===== src/rtl/bsg_link_upstream_sched_pkg.sv =====
// Shared types and sizing helpers for the upstream link scheduler.
package bsg_link_upstream_sched_pkg;

    typedef enum logic {
        IDLE = 1'b0,
        SEND = 1'b1
    } sched_state_e;

    // Bits needed to hold a credit count from 0 up to credit_num inclusive.
    function automatic int unsigned credit_width(input int unsigned credit_num);
        return $clog2(credit_num + 1);
    endfunction

    // Largest packet length expressible in a len_width-bit length field.
    function automatic int unsigned max_len(input int unsigned len_width);
        return (2 ** len_width) - 1;
    endfunction

endpackage


===== src/rtl/bsg_link_rr_pick.sv =====
// Combinational round-robin picker: first eligible index at or after rr_ptr_i, wrapping.
module bsg_link_rr_pick
    import bsg_link_upstream_sched_pkg::*;
#(
    parameter int unsigned num_req_p   = 4,
    parameter int unsigned idx_width_p = 2
) (
    input  logic [num_req_p-1:0]   elig_i,
    input  logic [idx_width_p-1:0] rr_ptr_i,
    output logic [num_req_p-1:0]   pick_oh_o,
    output logic [idx_width_p-1:0] pick_idx_o,
    output logic                   any_v_o
);

    // Scan from the pointer forward and keep the first hit.
    always_comb begin
        logic        found;
        int unsigned idx;
        pick_oh_o  = '0;
        pick_idx_o = '0;
        any_v_o    = |elig_i;
        found      = 1'b0;
        idx        = 0;
        for (int unsigned off = 0; off < num_req_p; off++) begin
            idx = (32'(rr_ptr_i) + off) % num_req_p;
            if (!found && elig_i[idx]) begin
                found          = 1'b1;
                pick_oh_o[idx] = 1'b1;
                pick_idx_o     = idx_width_p'(idx);
            end
        end
    end

endmodule


===== src/rtl/bsg_link_upstream_sched.sv =====
// Credit-gated round-robin packet scheduler feeding the DDR upstream link core port.
module bsg_link_upstream_sched
    import bsg_link_upstream_sched_pkg::*;
#(
    parameter int unsigned num_req_p           = 4,
    parameter int unsigned width_p             = 64,
    parameter int unsigned credit_num_p        = 32,
    parameter int unsigned credits_per_token_p = 8,
    parameter int unsigned len_width_p         = 4
) (
    input  logic                                 core_clk_i,
    input  logic                                 core_reset_n_i,
    input  logic                                 en_i,
    input  logic [num_req_p-1:0]                 req_v_i,
    input  logic [num_req_p*len_width_p-1:0]     req_len_i,
    input  logic [num_req_p*width_p-1:0]         req_data_i,
    output logic [num_req_p-1:0]                 req_yumi_o,
    output logic                                 link_v_o,
    output logic [width_p-1:0]                   link_data_o,
    input  logic                                 link_ready_i,
    input  logic                                 token_i,
    output logic [num_req_p-1:0]                 grant_o,
    output logic                                 busy_o,
    output logic [$clog2(credit_num_p+1)-1:0]    credit_o,
    output logic                                 err_o
);

    localparam int unsigned IdxW  = (num_req_p > 1) ? $clog2(num_req_p) : 1;
    localparam int unsigned CredW = credit_width(credit_num_p);
    localparam int unsigned RemW  = $clog2(max_len(len_width_p) + 1);

    sched_state_e            state_q, state_d;
    logic [num_req_p-1:0]    grant_q, grant_d;
    logic [IdxW-1:0]         gnt_idx_q, gnt_idx_d;
    logic [IdxW-1:0]         rr_ptr_q, rr_ptr_d;
    logic [RemW-1:0]         remaining_q, remaining_d;
    logic [CredW-1:0]        credit_q, credit_d;
    logic                    err_q, err_d;

    logic [len_width_p-1:0]  len_eff [num_req_p];
    logic [width_p-1:0]      data_arr [num_req_p];
    logic [num_req_p-1:0]    elig;
    logic [num_req_p-1:0]    pick_oh;
    logic [IdxW-1:0]         pick_idx;
    logic                    pick_any;
    logic                    yumi;
    logic [31:0]             credit_sum;

    // Unpack requester buses; a zero length counts as a single flit, then test credit cover.
    always_comb begin
        for (int unsigned i = 0; i < num_req_p; i++) begin
            len_eff[i]  = req_len_i[i*len_width_p +: len_width_p];
            if (len_eff[i] == '0) begin
                len_eff[i] = len_width_p'(1);
            end
            data_arr[i] = req_data_i[i*width_p +: width_p];
            elig[i]     = req_v_i[i] && (32'(len_eff[i]) <= 32'(credit_q));
        end
    end

    bsg_link_rr_pick #(
        .num_req_p  (num_req_p),
        .idx_width_p(IdxW)
    ) u_pick (
        .elig_i    (elig),
        .rr_ptr_i  (rr_ptr_q),
        .pick_oh_o (pick_oh),
        .pick_idx_o(pick_idx),
        .any_v_o   (pick_any)
    );

    // Next-state and link-side outputs: arbitrate in IDLE, stream the owner's flits in SEND.
    always_comb begin
        state_d     = state_q;
        grant_d     = grant_q;
        gnt_idx_d   = gnt_idx_q;
        rr_ptr_d    = rr_ptr_q;
        remaining_d = remaining_q;
        link_v_o    = 1'b0;
        link_data_o = '0;
        req_yumi_o  = '0;
        yumi        = 1'b0;
        case (state_q)
            IDLE: begin
                if (en_i && pick_any) begin
                    state_d     = SEND;
                    grant_d     = pick_oh;
                    gnt_idx_d   = pick_idx;
                    remaining_d = RemW'(len_eff[pick_idx]);
                end
            end
            SEND: begin
                link_v_o    = req_v_i[gnt_idx_q];
                link_data_o = data_arr[gnt_idx_q];
                yumi        = link_v_o & link_ready_i;
                req_yumi_o  = yumi ? grant_q : '0;
                if (yumi) begin
                    remaining_d = remaining_q - 1'b1;
                    if (remaining_q == RemW'(1)) begin
                        state_d  = IDLE;
                        grant_d  = '0;
                        rr_ptr_d = (gnt_idx_q == IdxW'(num_req_p - 1)) ? '0 : gnt_idx_q + 1'b1;
                    end
                end
            end
            default: begin
                state_d = IDLE;
                grant_d = '0;
            end
        endcase
    end

    // Credit window: consume one per accepted flit, refill per token, saturate and flag overflow.
    always_comb begin
        credit_sum = 32'(credit_q) + (token_i ? 32'(credits_per_token_p) : 32'd0) - 32'(yumi);
        credit_d   = CredW'(credit_sum);
        err_d      = err_q;
        if (credit_sum > 32'(credit_num_p)) begin
            credit_d = CredW'(credit_num_p);
            err_d    = 1'b1;
        end
    end

    // State registers; reset drops any in-flight packet.
    always_ff @(posedge core_clk_i or negedge core_reset_n_i) begin
        if (!core_reset_n_i) begin
            state_q     <= IDLE;
            grant_q     <= '0;
            gnt_idx_q   <= '0;
            rr_ptr_q    <= '0;
            remaining_q <= '0;
            credit_q    <= CredW'(credit_num_p);
            err_q       <= 1'b0;
        end else begin
            state_q     <= state_d;
            grant_q     <= grant_d;
            gnt_idx_q   <= gnt_idx_d;
            rr_ptr_q    <= rr_ptr_d;
            remaining_q <= remaining_d;
            credit_q    <= credit_d;
            err_q       <= err_d;
        end
    end

    assign grant_o  = grant_q;
    assign busy_o   = (state_q == SEND);
    assign credit_o = credit_q;
    assign err_o    = err_q;

endmodule


===== config.mk =====
export PLATFORM = sky130hd
export DESIGN_NAME = bsg_link_upstream_sched
export DESIGN_NICKNAME = d
export VERILOG_FILES = /design/src/rtl/bsg_link_upstream_sched_pkg.sv /design/src/rtl/bsg_link_rr_pick.sv /design/src/rtl/bsg_link_upstream_sched.sv
export SDC_FILE = /design/constraint.sdc
export NUM_CORES = 1
export LEC_CHECK = 0
export ABC_CLOCK_PERIOD_IN_PS = 6800
export CORE_AREA = 2 2 139 141
export DETAILED_ROUTE_END_ITERATION = 12
export DIE_AREA = 0 0 141 143
export PLACE_DENSITY_LB_ADDON = 0.25
export SLEW_MARGIN = 20
export SYNTH_ARGS = -nofsm -noshare
export SYNTH_HDL_FRONTEND = slang
export SYNTH_SLANG_ARGS = --single-unit

===== constraint.sdc =====
create_clock -name core_clk_i -period 6.8 [get_ports core_clk_i]
set_clock_uncertainty 0.05 [all_clocks]
set_input_delay 1.7 -clock core_clk_i [delete_from_list [all_inputs] [get_ports core_clk_i]]
set_output_delay 1.7 -clock core_clk_i [all_outputs]
set_load 0.005 [all_outputs]

==> results.sh, run 1 <==
export IMPL_synth_distinct_cells=60
export IMPL_layout_cells_non_filler=1011
export IMPL_max_slew_margin_pct=30.5
export IMPL_tightestPinTransition_ns=1.04
export IMPL_required_ns=5.05
export IMPL_multi_input_area_sq_um=3560
export IMPL_synth_warnings=0
export IMPL_cp_data_arrival_time_ns=3.90
export IMPL_whs_ns=0.426
export IMPL_cts_setup_buffers=0
export IMPL_power_switching_mw=1.03
export IMPL_final_util_pct=44.3
export IMPL_start_util_pct=23.4
export IMPL_maxCapViolCount=0
export IMPL_vias=5059
export IMPL_clock_latency_ns=0.26
export IMPL_ant_nets=0
export IMPL_synth_edff_count=0
export IMPL_dr_pass1_iters=4
export IMPL_rsz0062_at_grt="false"
export IMPL_coreArea_sq_um=18600
export IMPL_io_pins=362
export IMPL_path_clk_slew_ns=0.06
export IMPL_layout_drive_gt1_share_pct=12.3
export IMPL_cts_num_sinks=20
export IMPL_grt_max_degree=71
export IMPL_routedWlPerCell_microns=22.8
export IMPL_power_mw=2.57
export IMPL_cts_max_level=1
export IMPL_drv_slew=0
export IMPL_overflow=0
export IMPL_die_area_sq_um=20200
export IMPL_die_w_microns=141
export IMPL_cts_path_max_buffers=2
export IMPL_period_share_pct=83.1
export IMPL_worstSetupPathType="input port to primary output"
export IMPL_syn_cell_area_sq_um=4360
export IMPL_pre_cts_ws_ns=1.18
export IMPL_antenna_found_initial=10
export IMPL_portBuffers=361
export IMPL_cp_slowest_cell="clkdlybuf4s50_1"
export IMPL_cts_resized=0
export IMPL_regArea_sq_um=510
export IMPL_crit_top_cell="clkdlybuf4s50_1"
export IMPL_numCtsBuffers=3
export IMPL_area_delta_synth_final_pct=89.1
export IMPL_finalNetCount=1091
export IMPL_postPlaceCellArea_sq_um=8130
export IMPL_fin_setup_tns_ns=0
export IMPL_pwr_share_comb_pct=80.2
export IMPL_cellLeakagePower_nw=3.08
export IMPL_cts_tree="done"
export IMPL_cp_max_fo=15
export IMPL_peakVddDrop_v=0.000135
export IMPL_crit_path_end_kind="primary output"
export IMPL_min_period_ns=5.65
export IMPL_setup_ws_ns=1.15
export IMPL_placedCellCount=1003
export IMPL_crit_buf_inv=2
export IMPL_slowest_delay_ns=0.66
export IMPL_wl_microns=23100
export IMPL_dp_hpwl_microns=19900
export IMPL_startpoint_type="input port"
export IMPL_ctsHoldBuffers=0
export IMPL_setup_viol=0
export IMPL_cp_top_family="buffers and inverters"
export IMPL_syn_instance_count=447
export IMPL_die_h_microns=143
export IMPL_drtIter0Drc=235
export IMPL_grt_pass1_vias=4981
export IMPL_async_flop_share_pct=100
export IMPL_crit_path_cell_trace="clkdlybuf4s50_1, mux4_2, and3_1, and2_1, clkdlybuf4s50_1"
export IMPL_p_sw_share_pct=39.9
export IMPL_hp_class="register to register"
export IMPL_rows=50
export IMPL_synth_nets=764
export IMPL_drc=0
export IMPL_yosysSeqAreaShare_pct=11.5
export IMPL_ys_ff_latch=20
export IMPL_grtUsageTotal_pct=21.9
export IMPL_syn_area_per_cell_sq_um=9.75
export IMPL_p_per_area_nw_per_um2=312
export IMPL_stdcell_area_sq_um=8240
export IMPL_pwr_share_seq_pct=13.3
export IMPL_intPower_mw=1.54
export IMPL_synth_ff_type="dfrtp_1"
export IMPL_gp_congestion=0.895
export IMPL_grt_pass1_wl_microns=32700
export IMPL_viasPerCell=5.00
export IMPL_fmax_ghz=0.177
export IMPL_p_clk_share_pct=6.5
export IMPL_fillers=1806
export IMPL_cts_root_buffer="clkbuf_16"
export IMPL_outcome="complete, no violations"
export IMPL_finalHoldViolCount=0
==> cell usage after synthesis, drive strengths merged, types with 5 or more instances <==
library cell | instances | area share, %
and2 | 74 | 11
mux4 | 66 | 34
ha | 35 | 10
inv | 33 | 2.8
clkbuf | 32 | 2.8
nand2 | 29 | 2.7
dfrtp | 19 | 11
nor2 | 17 | 1.6
nor3 | 11 | 1.3
o21ai | 11 | 1.3
buf | 10 | 1.1
and3 | 9 | 1.3
a21o | 8 | 1.4
a21oi | 8 | 0.92
nand3 | 6 | 0.69
nor2b | 6 | 0.86
o221ai | 6 | 1.2
a211oi | 5 | 0.86
a32oi | 5 | 1.5
o31ai | 5 | 0.86
==> path summary, 6_finish.rpt <==
| kind | from | to | slack (ns) | cells past startpoint |
|---|---|---|---|---|
| setup / recovery | req_v_i[0] | req_yumi_o[2] | 1.15 | 5 |
| max in group asynchronous | core_reset_n_i | gnt_idx_q[0] | 4.97 | 1 |
| setup reg to reg | gnt_idx_q[1] | err_o | 2.63 | 13 |
| hold reg to reg | err_o | err_o | 0.43 | 1 |
| hold / removal | err_o | err_o | 0.43 | 1 |
| min in group asynchronous | core_reset_n_i | err_o | 1.35 | 1 |
==> placed cells by master (no fill, tap or decap), drive strengths merged, types with 11 or more instances in the layout <==
cell             n
nor3            11
nor2            17
nand2           29
dfrtp           19
ha              35
clkdlybuf4s50  360
mux4            66
o21ai           11
inv             33
and2            74
==> cell families after synthesis <==
| family | after synthesis | share of synthesized area (%) |
|---|---|---|
| mux | 73 | 35.8 |
| buf+inv | 75 | 6.69 |
| simple gates | 162 | 20.5 |
| compound gates | 78 | 14.3 |
| fa+ha+maj | 36 | 10.5 |
| flops | 20 | 11.5 |
| xor+xnor | 3 | 0.603 |
==> layout make-up <==
cell class,instances,area share (%)
clock buffer,3,0.911
clock inverter,1,0.365
inverter,33,1.50
multi-input combinational,352,43.3
timing repair buffer,364,44.1
antenna,4,0.122
sequential,20,6.20
tap,234,3.55
==> flip-flops by register name, indices dropped and copies added (netlist names) <==
signal and flops:
busy_o 1, credit_o 6, err_o 1, gnt_idx_q 2, grant_o 4, remaining_q 4, rr_ptr_q 2
==> metal layers <==
metal | global-route usage, % | routed length (microns)
met1 | 27.1 | 9140
met2 | 36.1 | 11300
met3 | 8.15 | 2260
met4 | 5.47 | 348
met5 | 0 | 51
==> power by group through the flow <==
stage	logic, mW	registers (mW)	clock network [mW]
global route	2.25	0.362	0.173
global placement	2.07	0.351	0
CTS	2.08	0.346	0.170
floorplan	1.25	0.212	0
finish	2.06	0.342	0.166
detailed placement	2.07	0.348	0
Power figures use the tool's default switching activity.
==> inputs of run 2 (changes only) <==
--- a/config.mk
+++ b/config.mk
@@ -5,7 +5,7 @@
 export SDC_FILE = /design/constraint.sdc
 export NUM_CORES = 1
 export LEC_CHECK = 0
-export ABC_CLOCK_PERIOD_IN_PS = 6800
+export ABC_CLOCK_PERIOD_IN_PS = 4800
 export CORE_AREA = 2 2 139 141
 export DETAILED_ROUTE_END_ITERATION = 12
 export DIE_AREA = 0 0 141 143
==> constraint.sdc (replaced) <==
create_clock -name core_clk_i -period 4.8 [get_ports core_clk_i]
set_clock_uncertainty 0.05 [all_clocks]
set_input_delay 1.2 -clock core_clk_i [delete_from_list [all_inputs] [get_ports core_clk_i]]
set_output_delay 1.2 -clock core_clk_i [all_outputs]
set_load 0.005 [all_outputs]
==> run 2 against run 1 <==
Against the previous run:
- clock power is 15% higher
- via count is 1.3% higher
- register-to-register slack got worse by 1.4 ns
- worst setup slack worse by 0.76 ns
- power up 41%
- cell count grew 0.49%
- core utilization rose by 0.26 points
- die area is the same
- sequential power rose by 19%
- critical path depth did not move
- critical endpoint unchanged
- largest cell class unchanged
- largest power group unchanged
==> results.sh, run 2 (synthesis gave the netlist of run 1 again) <==
export IMPL_multi_input_area_sq_um=3560
export IMPL_finalNetCount=1098
export IMPL_hold_path_depth=1
export IMPL_r2r_end="err_o"
export IMPL_grt_pass1_vias=5074
export IMPL_drc=0
export IMPL_cts_num_sinks=20
export IMPL_reg2regPathDepth=13
export IMPL_tightestPinTransition_ns=0.932
export IMPL_rows=50
export IMPL_rsz0062_at_grt="false"
export IMPL_largest_reg_flops=6
export IMPL_cts_max_level=1
export IMPL_cts_resized=0
export IMPL_grt_pass1_wl_microns=32600
export IMPL_fmax_ghz=0.227
export IMPL_die_h_microns=143
export IMPL_finalHoldViolCount=0
export IMPL_r2r_start="gnt_idx_q[0]"
export IMPL_fin_setup_tns_ns=0
export IMPL_setup_viol=0
export IMPL_coreArea_sq_um=18600
export IMPL_worstHoldStart="err_o"
export IMPL_min_period_ns=4.41
export IMPL_startpoint_type="input port"
export IMPL_dp_hpwl_microns=20100
export IMPL_crit_top_cell="clkdlybuf4s50_1"
export IMPL_grt_max_degree=47
export IMPL_cp_data_arrival_time_ns=3.16
export IMPL_final_util_pct=44.6
export IMPL_cp_max_fo=7
export IMPL_pre_cts_ws_ns=0.200
export IMPL_peakVddDrop_v=0.000183
export IMPL_area_delta_synth_final_pct=90.2
export IMPL_cts_tree="done"
export IMPL_period_share_pct=91.9
export IMPL_drtIter0Drc=316
export IMPL_mostFrequentLayoutCells="clkdlybuf4s50_1, and2_1, mux4_2, ha_1, inv_1"
export IMPL_cellLeakagePower_nw=3.11
export IMPL_ant_nets=0
export IMPL_io_pins=362
export IMPL_clock_latency_ns=0.26
export IMPL_viasPerCell=5.05
export IMPL_required_ns=3.55
export IMPL_slowest_delay_ns=0.53
export IMPL_die_w_microns=141
export IMPL_cts_root_buffer="clkbuf_16"
export IMPL_dr_pass1_iters=5
export IMPL_max_slew_margin_pct=37.7
export IMPL_start_util_pct=23.4
export IMPL_numCtsBuffers=3
export IMPL_routedWlPerCell_microns=22.8
export IMPL_layout_drive_gt1_share_pct=12.9
export IMPL_mostFrequentLayoutCell="clkdlybuf4s50_1"
export IMPL_regArea_sq_um=510
export IMPL_antenna_found_initial=8
export IMPL_reg2reg_slack_ns=1.19
export IMPL_crit_path_cell_trace="clkdlybuf4s50_1, mux4_2, and3_1, and2_1, clkdlybuf4s50_1"
export IMPL_overflow=0
export IMPL_holdPathEnd="err_o"
export IMPL_setup_ws_ns=0.391
export IMPL_crit_path_end_kind="primary output"
export IMPL_vias=5126
export IMPL_cts_setup_buffers=0
export IMPL_cp_slowest_cell="clkdlybuf4s50_1"
export IMPL_fillers=1802
export IMPL_maxCapViolCount=0
export IMPL_worstSetupPathType="input port to primary output"
export IMPL_gp_congestion=0.901
export IMPL_path_clk_slew_ns=0.05
export IMPL_wl_microns=23200
export IMPL_hp_class="register to register"
export IMPL_ctsHoldBuffers=0
export IMPL_portBuffers=361
export IMPL_drv_slew=0
export IMPL_cts_path_max_buffers=2
export IMPL_die_area_sq_um=20200
export IMPL_p_per_area_nw_per_um2=438
export IMPL_grtUsageTotal_pct=21.7
export IMPL_outcome="complete, no violations"
## run 2: changes by cell type in the layout (fill, tap and decap cells not counted), sizes merged
cell and change:
buf +6, bufinv -1, clkbuf +1, clkdlybuf4s50 +1, diode -2
## run 2: final cells by class
type / instances / area share (%)
clock buffer: 4 / 1.07
inverter: 33 / 1.50
tap: 234 / 3.53
timing repair buffer: 371 / 44.7
sequential: 20 / 6.16
antenna: 2 / 0.0604
multi-input combinational: 352 / 43.0
## run 2: worst max-delay path by stage
stage                          to  slack, ns  cells after the start  startpoint
floorplan                   err_o       0.47                     16  req_v_i[0]
global placement            err_o       0.30                     14  req_v_i[2]
detailed placement          err_o       0.20                     14  req_v_i[2]
CTS                 req_yumi_o[2]       0.36                      5  req_v_i[2]
global route          credit_o[3]       0.25                     15  req_v_i[2]
finish              req_yumi_o[2]       0.39                      5  req_v_i[2]
## run 2: metrics by stage
stage	instances	power, mW	area [sq um]	hold WS (ns)
after floorplan	447	2.07	4360	0.415
after global placement	1010	3.45	8190	0.445
after detailed placement	1010	3.46	8190	0.446
after CTS	1014	3.66	8280	0.458
after global routing	1014	3.92	8280	0.490
final	1016	3.63	8290	0.459
## run 2: metal layers
layer	GRT usage, %	vias to the layer above	wire length (microns)
li1	-	2377	-
met1	28.2	2479	9510
met2	36.5	229	11300
met3	6.51	29	1990
met4	3.79	12	303
met5	0	-	73
## run 2: power breakdown
part,switching [mW],leakage [nW],internal (mW)
Clock,0.0640,0.0442,0.127
Sequential,0.161,0.240,0.245
Combinational,1.22,2.83,1.81
Total,1.45,3.11,2.18
## run 2: critical path: cells and delay by family
kind / cells / cell delay (ns)
simple gates: 2 / 0.47
mux: 1 / 0.51
buf+inv: 2 / 0.98
